File: config.mk
export PLATFORM = sky130hd
export DESIGN_NAME = matmul_agu
export DESIGN_NICKNAME = d
export VERILOG_FILES = /design/src/rtl/matmul_agu_pkg.sv /design/src/rtl/loop_counter.sv /design/src/rtl/matmul_agu.sv
export SDC_FILE = /design/constraint.sdc
export NUM_CORES = 1
export LEC_CHECK = 0
export CAP_MARGIN = 20
export CORE_MARGIN = 2
export CORE_UTILIZATION = 52
export CTS_CLUSTER_DIAMETER = 40
export DETAILED_ROUTE_END_ITERATION = 8
export PLACE_DENSITY = 0.78
export SETUP_SLACK_MARGIN = 0.4
export SLEW_MARGIN = 15
export SYNTH_ARGS = -nofsm -noshare
export SYNTH_HDL_FRONTEND = slang
export SYNTH_SLANG_ARGS = --single-unit
File: constraint.sdc
create_clock -name Clk -period 3.1 [get_ports Clk]
set_input_delay 0.465 -clock Clk [delete_from_list [all_inputs] [get_ports Clk]]
set_output_delay 0.465 -clock Clk [all_outputs]
set_load 0.01 [all_outputs]
File: src/rtl/matmul_agu_pkg.sv
// Shared types and constants for the matrix-multiply address-generation unit.
package matmul_agu_pkg;

  typedef enum logic [1:0] {
    IDLE = 2'd0,
    RUN  = 2'd1,
    DONE = 2'd2
  } state_e;

  localparam logic MODE_ROWMAJOR   = 1'b0;
  localparam logic MODE_TRANSPOSED = 1'b1;

endpackage

File: src/rtl/loop_counter.sv
// One loop level of the walk: counts 0..limit-1, flags the last value and the
// wrap back to zero.
module loop_counter #(
  parameter int unsigned DIM_W = 8
) (
  input  logic             Clk,
  input  logic             Rst_n,
  input  logic             load_i,
  input  logic [DIM_W-1:0] limit_i,
  input  logic             en_i,
  output logic             is_last_o,
  output logic             wrap_c_o
);

  logic [DIM_W-1:0] cnt_q, cnt_d;
  logic [DIM_W-1:0] limit_q, limit_d;
  logic             is_last_q, is_last_d;

  // is_last is precomputed for the next value so it leaves as a flop
  always_comb begin
    cnt_d   = cnt_q;
    limit_d = limit_q;
    if (load_i) begin
      limit_d = limit_i;
      cnt_d   = '0;
    end else if (en_i) begin
      cnt_d = is_last_q ? '0 : cnt_q + DIM_W'(1);
    end
    is_last_d = (cnt_d == limit_d - DIM_W'(1));
  end

  always_ff @(posedge Clk or negedge Rst_n) begin
    if (!Rst_n) begin
      cnt_q     <= '0;
      limit_q   <= '0;
      is_last_q <= 1'b0;
    end else begin
      cnt_q     <= cnt_d;
      limit_q   <= limit_d;
      is_last_q <= is_last_d;
    end
  end

  assign is_last_o = is_last_q;
  assign wrap_c_o  = en_i & is_last_q;

endmodule

File: src/rtl/matmul_agu.sv
// Address sequencer for C = A*B: walks i, j, k (k innermost) and emits one
// A/B/C address beat per handshake, using only running adds.
module matmul_agu
  import matmul_agu_pkg::*;
#(
  parameter int unsigned WIDTH = 8,
  parameter int unsigned DIM_W = 8
) (
  input  logic             Clk,
  input  logic             Rst_n,
  input  logic             start_i,
  input  logic             abort_i,
  input  logic             mode_i,
  input  logic [DIM_W-1:0] dim_m_i,
  input  logic [DIM_W-1:0] dim_k_i,
  input  logic [DIM_W-1:0] dim_n_i,
  input  logic [WIDTH-1:0] base_a_i,
  input  logic [WIDTH-1:0] base_b_i,
  input  logic [WIDTH-1:0] base_c_i,
  output logic             out_valid_o,
  input  logic             out_ready_i,
  output logic [WIDTH-1:0] addr_a_o,
  output logic [WIDTH-1:0] addr_b_o,
  output logic [WIDTH-1:0] addr_c_o,
  output logic             first_k_o,
  output logic             last_k_o,
  output logic             busy_o,
  output logic             done_o,
  output logic             err_o
);

  state_e state_q, state_d;

  logic launch_c, zero_dim_c, hs_c;
  logic k_wrap_c, j_wrap_c, i_wrap_c;
  logic k_last;
  logic [1:0] unused_last;

  logic             mode_q, mode_d;
  logic [WIDTH-1:0] step_k_q, step_k_d, step_n_q, step_n_d;
  logic [WIDTH-1:0] base_b_q, base_b_d;
  logic [WIDTH-1:0] row_a_q, row_a_d, col_b_q, col_b_d;
  logic [WIDTH-1:0] addr_a_q, addr_a_d, addr_b_q, addr_b_d, addr_c_q, addr_c_d;
  logic             valid_q, valid_d, first_k_q, first_k_d;
  logic             busy_q, busy_d, done_q, done_d, err_q, err_d;

  assign launch_c   = (state_q == IDLE) && start_i;
  assign zero_dim_c = (dim_m_i == '0) || (dim_k_i == '0) || (dim_n_i == '0);
  assign hs_c       = (state_q == RUN) && valid_q && out_ready_i && !abort_i;

  loop_counter #(.DIM_W(DIM_W)) u_k (
    .Clk(Clk), .Rst_n(Rst_n), .load_i(launch_c), .limit_i(dim_k_i),
    .en_i(hs_c), .is_last_o(k_last), .wrap_c_o(k_wrap_c)
  );
  loop_counter #(.DIM_W(DIM_W)) u_j (
    .Clk(Clk), .Rst_n(Rst_n), .load_i(launch_c), .limit_i(dim_n_i),
    .en_i(k_wrap_c), .is_last_o(unused_last[0]), .wrap_c_o(j_wrap_c)
  );
  loop_counter #(.DIM_W(DIM_W)) u_i (
    .Clk(Clk), .Rst_n(Rst_n), .load_i(launch_c), .limit_i(dim_m_i),
    .en_i(j_wrap_c), .is_last_o(unused_last[1]), .wrap_c_o(i_wrap_c)
  );

  always_ff @(posedge Clk or negedge Rst_n) begin
    if (!Rst_n) state_q <= IDLE;
    else        state_q <= state_d;
  end

  // i wrapping means the handshake was on the final beat of the walk
  always_comb begin
    state_d = state_q;
    case (state_q)
      IDLE:    if (start_i) state_d = zero_dim_c ? DONE : RUN;
      RUN: begin
        if (abort_i)       state_d = IDLE;
        else if (i_wrap_c) state_d = DONE;
      end
      DONE:    state_d = IDLE;
      default: state_d = IDLE;
    endcase
  end

  // row_a tracks the A row start, col_b the B address at k=0 for column j
  always_comb begin
    mode_d    = mode_q;
    step_k_d  = step_k_q;
    step_n_d  = step_n_q;
    base_b_d  = base_b_q;
    row_a_d   = row_a_q;
    col_b_d   = col_b_q;
    addr_a_d  = addr_a_q;
    addr_b_d  = addr_b_q;
    addr_c_d  = addr_c_q;
    first_k_d = first_k_q;
    if (launch_c) begin
      mode_d    = mode_i;
      step_k_d  = WIDTH'(dim_k_i);
      step_n_d  = WIDTH'(dim_n_i);
      base_b_d  = base_b_i;
      row_a_d   = base_a_i;
      col_b_d   = base_b_i;
      addr_a_d  = base_a_i;
      addr_b_d  = base_b_i;
      addr_c_d  = base_c_i;
      first_k_d = 1'b1;
    end else if (hs_c) begin
      first_k_d = k_wrap_c;
      if (!k_wrap_c) begin
        addr_a_d = addr_a_q + WIDTH'(1);
        addr_b_d = addr_b_q + ((mode_q == MODE_TRANSPOSED) ? WIDTH'(1) : step_n_q);
      end else begin
        addr_c_d = addr_c_q + WIDTH'(1);
        if (j_wrap_c) begin
          row_a_d = row_a_q + step_k_q;
          col_b_d = base_b_q;
        end else begin
          col_b_d = col_b_q + ((mode_q == MODE_TRANSPOSED) ? step_k_q : WIDTH'(1));
        end
        addr_a_d = row_a_d;
        addr_b_d = col_b_d;
      end
    end
    valid_d = (state_d == RUN);
    busy_d  = (state_d != IDLE);
    done_d  = (state_d == DONE);
    err_d   = launch_c && zero_dim_c;
  end

  always_ff @(posedge Clk or negedge Rst_n) begin
    if (!Rst_n) begin
      mode_q    <= MODE_ROWMAJOR;
      step_k_q  <= '0;
      step_n_q  <= '0;
      base_b_q  <= '0;
      row_a_q   <= '0;
      col_b_q   <= '0;
      addr_a_q  <= '0;
      addr_b_q  <= '0;
      addr_c_q  <= '0;
      first_k_q <= 1'b0;
      valid_q   <= 1'b0;
      busy_q    <= 1'b0;
      done_q    <= 1'b0;
      err_q     <= 1'b0;
    end else begin
      mode_q    <= mode_d;
      step_k_q  <= step_k_d;
      step_n_q  <= step_n_d;
      base_b_q  <= base_b_d;
      row_a_q   <= row_a_d;
      col_b_q   <= col_b_d;
      addr_a_q  <= addr_a_d;
      addr_b_q  <= addr_b_d;
      addr_c_q  <= addr_c_d;
      first_k_q <= first_k_d;
      valid_q   <= valid_d;
      busy_q    <= busy_d;
      done_q    <= done_d;
      err_q     <= err_d;
    end
  end

  assign out_valid_o = valid_q;
  assign addr_a_o    = addr_a_q;
  assign addr_b_o    = addr_b_q;
  assign addr_c_o    = addr_c_q;
  assign first_k_o   = first_k_q;
  assign last_k_o    = k_last;
  assign busy_o      = busy_q;
  assign done_o      = done_q;
  assign err_o       = err_q;

endmodule

==> run_results.csv, run 1 <==
group,metric,value,unit
outcome,status,"finished clean",
pwr,p_leak,4.18,nW
cts,clkLatencyLatePin,420,ps
setup_path,r2r-start,"state_q[1]$_DFF_PN0_",
cts,cts_buffers,17,
logic_synthesis,avgSynthCellArea,8.64,um2
drt,wl_per_cell,16.7,um
pwr,p_clk_share,31.0,%
logic_synthesis,seq_area_frac_synth,41.5,%
timing,slew_headroom,49.7,%
pwr,p_sw,0.00220,W
min_path,hp-class,"primary input to asynchronous set/reset pin",
drt,wl,19.3,mm
finish,fill_cells,1144,
floorplanning,fp.dieW,123,um
global_routing,grt_pass1_vias,6339,
pwr,cellPowerDensity,682,mW/mm2
pwr,p_int,0.00418,W
global_routing,grt_pass1_wl,31.1,mm
place,dp_cells,1119,
pwr,power_frac_comb,33.8,%
cts,clock_sinks,123,
logic_synthesis,synth_common_cells,"nand2_1 (180), dfrtp_1 (123), nor2_1 (62), o21ai_0 (49), xnor2_1 (49)",
logic_synthesis,synth_area_leaders,"dfrtp_1 (42%), nand2_1 (9.1%), xnor2_1 (5.8%)",
setup_path,slowest_stage,"or4_1",
global_routing,grt_max_degree,58,
finish,final_layout_size_suffix_gt1_share,9.53,%
floorplanning,chipHeight,123,um
setup_path,required,3410,ps
floorplanning,io_pins,84,
timing,rsz0062_at_grt,"false",
drt,ant_nets,0,
setup_path,ff2ff_setup_slack,560,ps
logic_synthesis,yosysUniqueCellTypes,63,
logic_synthesis,syn-num-nets,944,
setup_path,worstPathBufferInverterCount,1,
logic_synthesis,synth_area,0.00741,mm2
timing,fin_hold_ws,101,ps
logic_synthesis,yosysTopAreaCell,"dfrtp_1",
setup_path,endpoint_kind,"register",
setup_path,cp.arrival,2890,ps
timing,hold_viol,0,
timing,fmax,388,MHz
pwr,p_sw_share,34.5,%
floorplanning,core,0.0139,mm2
finish,multi_input_area,0.00420,mm2
global_routing,gr-total-overflow,0,
timing,finalCriticalPeriod,2580,ps
finish,antennaDiodeCount,0,
logic_synthesis,synth_top_area_share,41.5,%
place,gp_congestion,0.943,
drt,via_count,6740,
setup_path,reg2reg_to,"u_i.is_last_o$_DFF_PN0_",
global_routing,grtUsageTotal,26.4,%
drt,avgViaCountPerCell,5.83,
cts,cts_root_buf,"clkbuf_16",
setup_path,path_cells,"clkdlybuf4s50_1 -> and4bb_2 -> and4_1 -> nor4_4 -> xnor2_1 -> or4_1 -> a2111oi_4",
logic_synthesis,synth_edf_count,0,
setup_path,cpLargestDelayFamily,"simple AND/OR/NAND/NOR gates",
finish,fin_nets,1049,
logic_synthesis,postSynth.asyncResetShare,100,%
global_routing,antenna_found_initial,0,
setup_path,reg2reg_depth,9,
timing,fin_tns_setup,0,ps
place,hpwl,13.6,mm
floorplanning,fp.dieArea,0.0152,mm2
setup_path,slowest_delay,590,ps
logic_synthesis,yosys_most_used_dff,"dfrtp_1",
setup_path,cp_max_fo,6,
cts,cts_hold_buf,0,
place,place_area,0.00865,mm2
timing,min_period_over_period,83.2,%
cts,cts_tree,"done",
finish,fin_cells,1156,
floorplanning,core.rowCount,43,
pwr,seqPwrFrac,35.2,%
finish,area_growth_syn_to_layout,26.1,%
cts,ctsHtreeMaxLevel,4,
finish,fin_area,0.00935,mm2
logic_synthesis,synth_seq_cells,123,
logic_synthesis,synthCells,858,
place,io_buffers,83,
logic_synthesis,synth.most_common_cell,"nand2_1",
timing,setup_viol,0,
drt,drc,0,
cts,cts_buffer_depth,2,
timing,clock_skew,7.59,ps
setup_path,crit_path_start_kind,"primary input",
flow_run,maxCapViolCount,0,
pwr,vdd_drop_max,0.000419,V
drt,drt_first_iter_violations,570,
cts,cts.clk_slew.worst_paths,60,ps
setup_path,worstSetupPathType,"primary input to register",
logic_synthesis,yosys_warnings,0,
timing,slew_viol_final,0,
finish,register_area,0.00308,mm2
drt,first_pass_iters,6,
timing,tightestPinTransition,755,ps
floorplanning,start_util,53.4,%
-- repair_timing --
| action | 4_1_cts | 5_1_grt |
|---|---|---|
| buffers inserted | 0 | 5 |
| resized for setup | 2 | 12 |
| pin swaps | 0 | 1 |
| endpoints found under the setup margin | 2 | 4 |
-- power by group through the flow --
stage          clock, W  sequential, W  combinational (W)
2_1_floorplan         0        0.00222            0.00140
3_3_place_gp          0        0.00225            0.00205
3_5_place_dp          0        0.00226            0.00209
4_1_cts         0.00200        0.00224            0.00213
5_1_grt         0.00207        0.00228            0.00240
6_report        0.00198        0.00224            0.00215
-- metrics by stage --
step,power [W],setup slack [ps],util (%)
after floorplan,0.00362,219,-
after global placement,0.00430,84.5,62.3
after detailed placement,0.00435,-27.6,62.3
after CTS,0.00637,403,66.6
after global routing,0.00676,371,67.4
final,0.00637,520,67.4
-- cells by family after synthesis --
logic type,count (synthesis),share of synthesized area [%]
AND/OR/NAND/NOR,397,25.5
AO/OA/AOI/OAI,161,13.7
flip-flops,123,41.5
buffers and inverters,60,3.19
adder cells (fa/ha/maj),32,5.71
multiplexers,17,2.31
XOR/XNOR,68,8.04
-- cell type report --
type | instances | share of cell area, %
Clock inverter | 15 | 1.78
Timing Repair Buffer | 118 | 12.3
Sequential cell | 123 | 33.0
Inverter | 28 | 1.12
Clock buffer | 17 | 4.55
Multi-Input combinational cell | 675 | 44.9
Tap cell | 180 | 2.41
-- worst max-delay path by stage --
| stage | depth (start not counted) | startpoint | to |
|---|---|---|---|
| finish | 7 | abort_i | u_j.is_last_o$_DFF_PN0_ |
| global route | 10 | mode_q$_DFFE_PN0N_ | addr_b_o[7]$_DFFE_PN0N_ |
| CTS | 11 | start_i | u_i.is_last_o$_DFF_PN0_ |
| detailed placement | 11 | start_i | u_i.is_last_o$_DFF_PN0_ |
| global placement | 9 | start_i | u_j.is_last_o$_DFF_PN0_ |
| floorplan | 12 | start_i | u_j.is_last_o$_DFF_PN0_ |
-- cells in the final DEF (no fill, tap or decap), drive strengths merged, types with 6 or more instances in the layout --
cell type and count:
nand2 180, dfrtp 123, clkdlybuf4s50 81, nor2 63
o21ai 50, xnor2 49, a21oi 45, buf 36
nor3 34, inv 31, ha 29, nand3 22
xor2 19, clkbuf 17, mux2i 16, and2 14
nor4 14, and3 13, a31oi 12, nor2b 11
a21o 11, or4 10, nor3b 10, a211oi 9
nand2b 7, clkinvlp 6
-- state kept, by name, summed over array words and instances, names as in the netlist, 2 cells and up --
| signal | flops |
|---|---|
| u_i.limit_q | 8 |
| col_b_q | 8 |
| addr_b_o | 8 |
| row_a_q | 8 |
| state_q | 2 |
| step_n_q | 8 |
| u_j.cnt_q | 8 |
| u_k.cnt_q | 8 |
| step_k_q | 8 |
| u_j.limit_q | 8 |
| u_i.cnt_q | 8 |
| base_b_q | 8 |
| addr_c_o | 8 |
| u_k.limit_q | 8 |
| addr_a_o | 8 |
-- metal layers --
layer	vias up	GRT usage [%]	routed length (um)
met5	-	0	0
met4	0	10.0	483
met3	46	4.34	1120
met2	257	42.5	9220
met1	3226	35.7	8460
li1	3211	-	-
-- worst reg2reg max path: cells and delay by family (launching register included) --
kind                       cells  cell delay [ps]
adders and majority gates      1              260
buffers and inverters          1              220
muxes                          1              240
and+or+nand+nor                3              870
DFF                            1              450
AOI/OAI and AO/OA              2              200
xor gates and xnor gates       1              190
No activity file was read; power rests on OpenSTA's default activity.
==> inputs of run 2 (changes only) <==
Settings changed: CORE_UTILIZATION 52 to 57, PLACE_DENSITY 0.78 to 0.81.
Clock period 3.1 ns to 2.5 ns, I/O delays scaled along.
==> run_results.csv, run 2 (same netlist as run 1, synthesis figures left out) <==
group,metric,value,unit
outcome,status,"finished, violations left",
outcome,failed_checks,"setup timing",
global_routing,antenna_found_initial,0,
setup_path,worstSetupPathType,"register to register",
cts,ctsHtreeMaxLevel,4,
pwr,p_int,0.00593,W
drt,wl_met3,3.60,mm
pwr,p_leak,5.07,nW
finish,final_common_cell,"nand2_1",
drt,first_pass_iters,7,
pwr,p_sw_share,37.9,%
global_routing,grt_max_degree,44,
setup_path,ff2ff_setup_slack,-140,ps
drt,wl_per_cell,24.5,um
timing,finalCriticalPeriod,2640,ps
pwr,p_clk_share,27.3,%
setup_path,slowest_delay,460,ps
setup_path,path_cells,"buf_6 -> nor3b_4 -> buf_4 -> buf_12 -> nand2_4 -> and2_4 -> ha_4 -> nand2_2 -> xor2_1 -> nor2_1 -> a21oi_2 -> xnor2_2 -> nor4_2",
finish,layout_common_cells,"nand2_1 (168), buf_4 (123), dfrtp_1 (118)",
cts,cts_buffers,17,
cts,cts.clk_slew.worst_paths,60,ps
cts,cts_root_buf,"clkbuf_16",
flow_run,maxCapViolCount,0,
place,place_area,0.00919,mm2
drt,via_count,8588,
pwr,cellPowerDensity,860,mW/mm2
floorplanning,chipHeight,118,um
finish,final_layout_size_suffix_gt1_share,30.2,%
timing,setup_viol,4,
finish,area_growth_syn_to_layout,49.8,%
drt,drt-met1-wl,10.4,mm
cts,clock_sinks,123,
place,io_buffers,83,
setup_path,cp_max_fo,5,
place,dp_cells,1179,
floorplanning,fp.dieArea,0.0139,mm2
pwr,seqPwrFrac,30.2,%
drt,avgViaCountPerCell,6.75,
drt,drt_first_iter_violations,1310,
pwr,power_frac_comb,42.5,%
timing,rsz0062_at_grt,"true",
cts,cts_buffer_depth,2,
cts,clkLatencyLatePin,450,ps
setup_path,cpLargestDelayFamily,"simple AND/OR/NAND/NOR gates",
floorplanning,fp.dieW,118,um
timing,hold_viol,0,
timing,clock_skew,10.5,ps
cts,cts_tree,"done",
place,pre_cts_slack,-454,ps
timing,slew_headroom,43.4,%
timing,fmax,378,MHz
place,hpwl,15.4,mm
drt,ant_nets,0,
finish,antennaDiodeCount,0,
setup_path,cp.arrival,2990,ps
finish,fin_cells,1273,
drt,highest_layer,"met4",
timing,tightestPinTransition,838,ps
timing,fin_tns_setup,-289,ps
finish,fin_area,0.0111,mm2
drt,wl,31.2,mm
floorplanning,io_pins,84,
min_path,hp-class,"primary input to register",
pwr,p_sw,0.00362,W
setup_path,required,2850,ps
setup_path,slowest_stage,"dfrtp_2",
pwr,vdd_drop_max,0.000666,V
global_routing,grtUsageTotal,36.0,%
floorplanning,start_util,58.5,%
place,gp_congestion,0.882,
drt,drc,0,
floorplanning,core,0.0127,mm2
finish,fin_nets,1174,
setup_path,endpoint_kind,"register",
global_routing,grt_pass1_vias,7775,
drt,wl_met2,14.5,mm
timing,worst_slack,-144,ps
setup_path,worstPathBufferInverterCount,3,
timing,slew_viol_final,0,
timing,min_period_over_period,106,%
global_routing,grt_pass1_wl,39.5,mm
global_routing,gr-total-overflow,0,
floorplanning,core.rowCount,41,
setup_path,crit_path_start_kind,"register",
run 2: repair_timing:
item                                    in CTS  in global routing
hold endpoints to repair                    35                  0
buffers inserted                            37                 22
pin swaps                                   66                 54
endpoints found under the setup margin      39                 38
resized for setup                           97                115
hold buffers                                 1                  0
cloned                                       0                  2
run 2: metal layers:
layer	vias to the layer above	track usage (%)
met5	-	0
met4	0	18.7
met3	294	7.66
met2	887	61.4
met1	3938	42.8
li1	3469	-
run 2: cell type report:
| class | instances | area [um2] |
|---|---|---|
| sequential | 123 | 3080 |
| fill | 560 | 1560 |
| inverter | 28 | 110 |
| clock buffer | 18 | 439 |
| clock inverter | 14 | 171 |
| tap | 172 | 215 |
| timing repair buffer | 243 | 2280 |
| multi-input combinational | 675 | 4800 |
run 2: metrics by stage:
step	total power [W]	util (%)	hold WS (ps)
CTS	0.00864	82.5	478
finish	0.00955	87.7	337
global route	0.00984	87.7	371
floorplan	0.00458	-	79.4
detailed placement	0.00566	72.5	385
global placement	0.00553	72.5	385
run 2: worst paths after layout:
kind                                          from                  endpoint  cells past startpoint
hold reg to reg            step_n_q[5]$_DFFE_PN0N_   step_n_q[5]$_DFFE_PN0N_                      2
min in group asynchronous                    Rst_n    u_k.cnt_q[5]$_DFF_PN0_                      2
setup reg to reg              state_q[0]$_DFF_PN0_   u_k.is_last_o$_DFF_PN0_                     13
setup / recovery              state_q[0]$_DFF_PN0_   u_k.is_last_o$_DFF_PN0_                     13
hold / removal                          dim_m_i[3]  u_i.limit_q[3]$_DFF_PN0_                      4
max in group asynchronous                    Rst_n      state_q[0]$_DFF_PN0_                      3
run 2: worst register-to-register path: stages (launching register included):
cell and delay [ps]:
dfrtp_2 460, buf_6 150, nor3b_4 320, buf_4 190
buf_12 130, nand2_4 60, and2_4 190, ha_4 200
nand2_2 70, xor2_1 160, nor2_1 70, a21oi_2 150
xnor2_2 80, nor4_2 320
run 2: power groups by stage:
stage	clock [W]	combinational, W	sequential [W]
after global placement	0	0.00274	0.00279
after global routing	0.00268	0.00427	0.00290
final	0.00261	0.00405	0.00288
after CTS	0.00256	0.00330	0.00278
after detailed placement	0	0.00286	0.00280
after floorplan	0	0.00182	0.00276
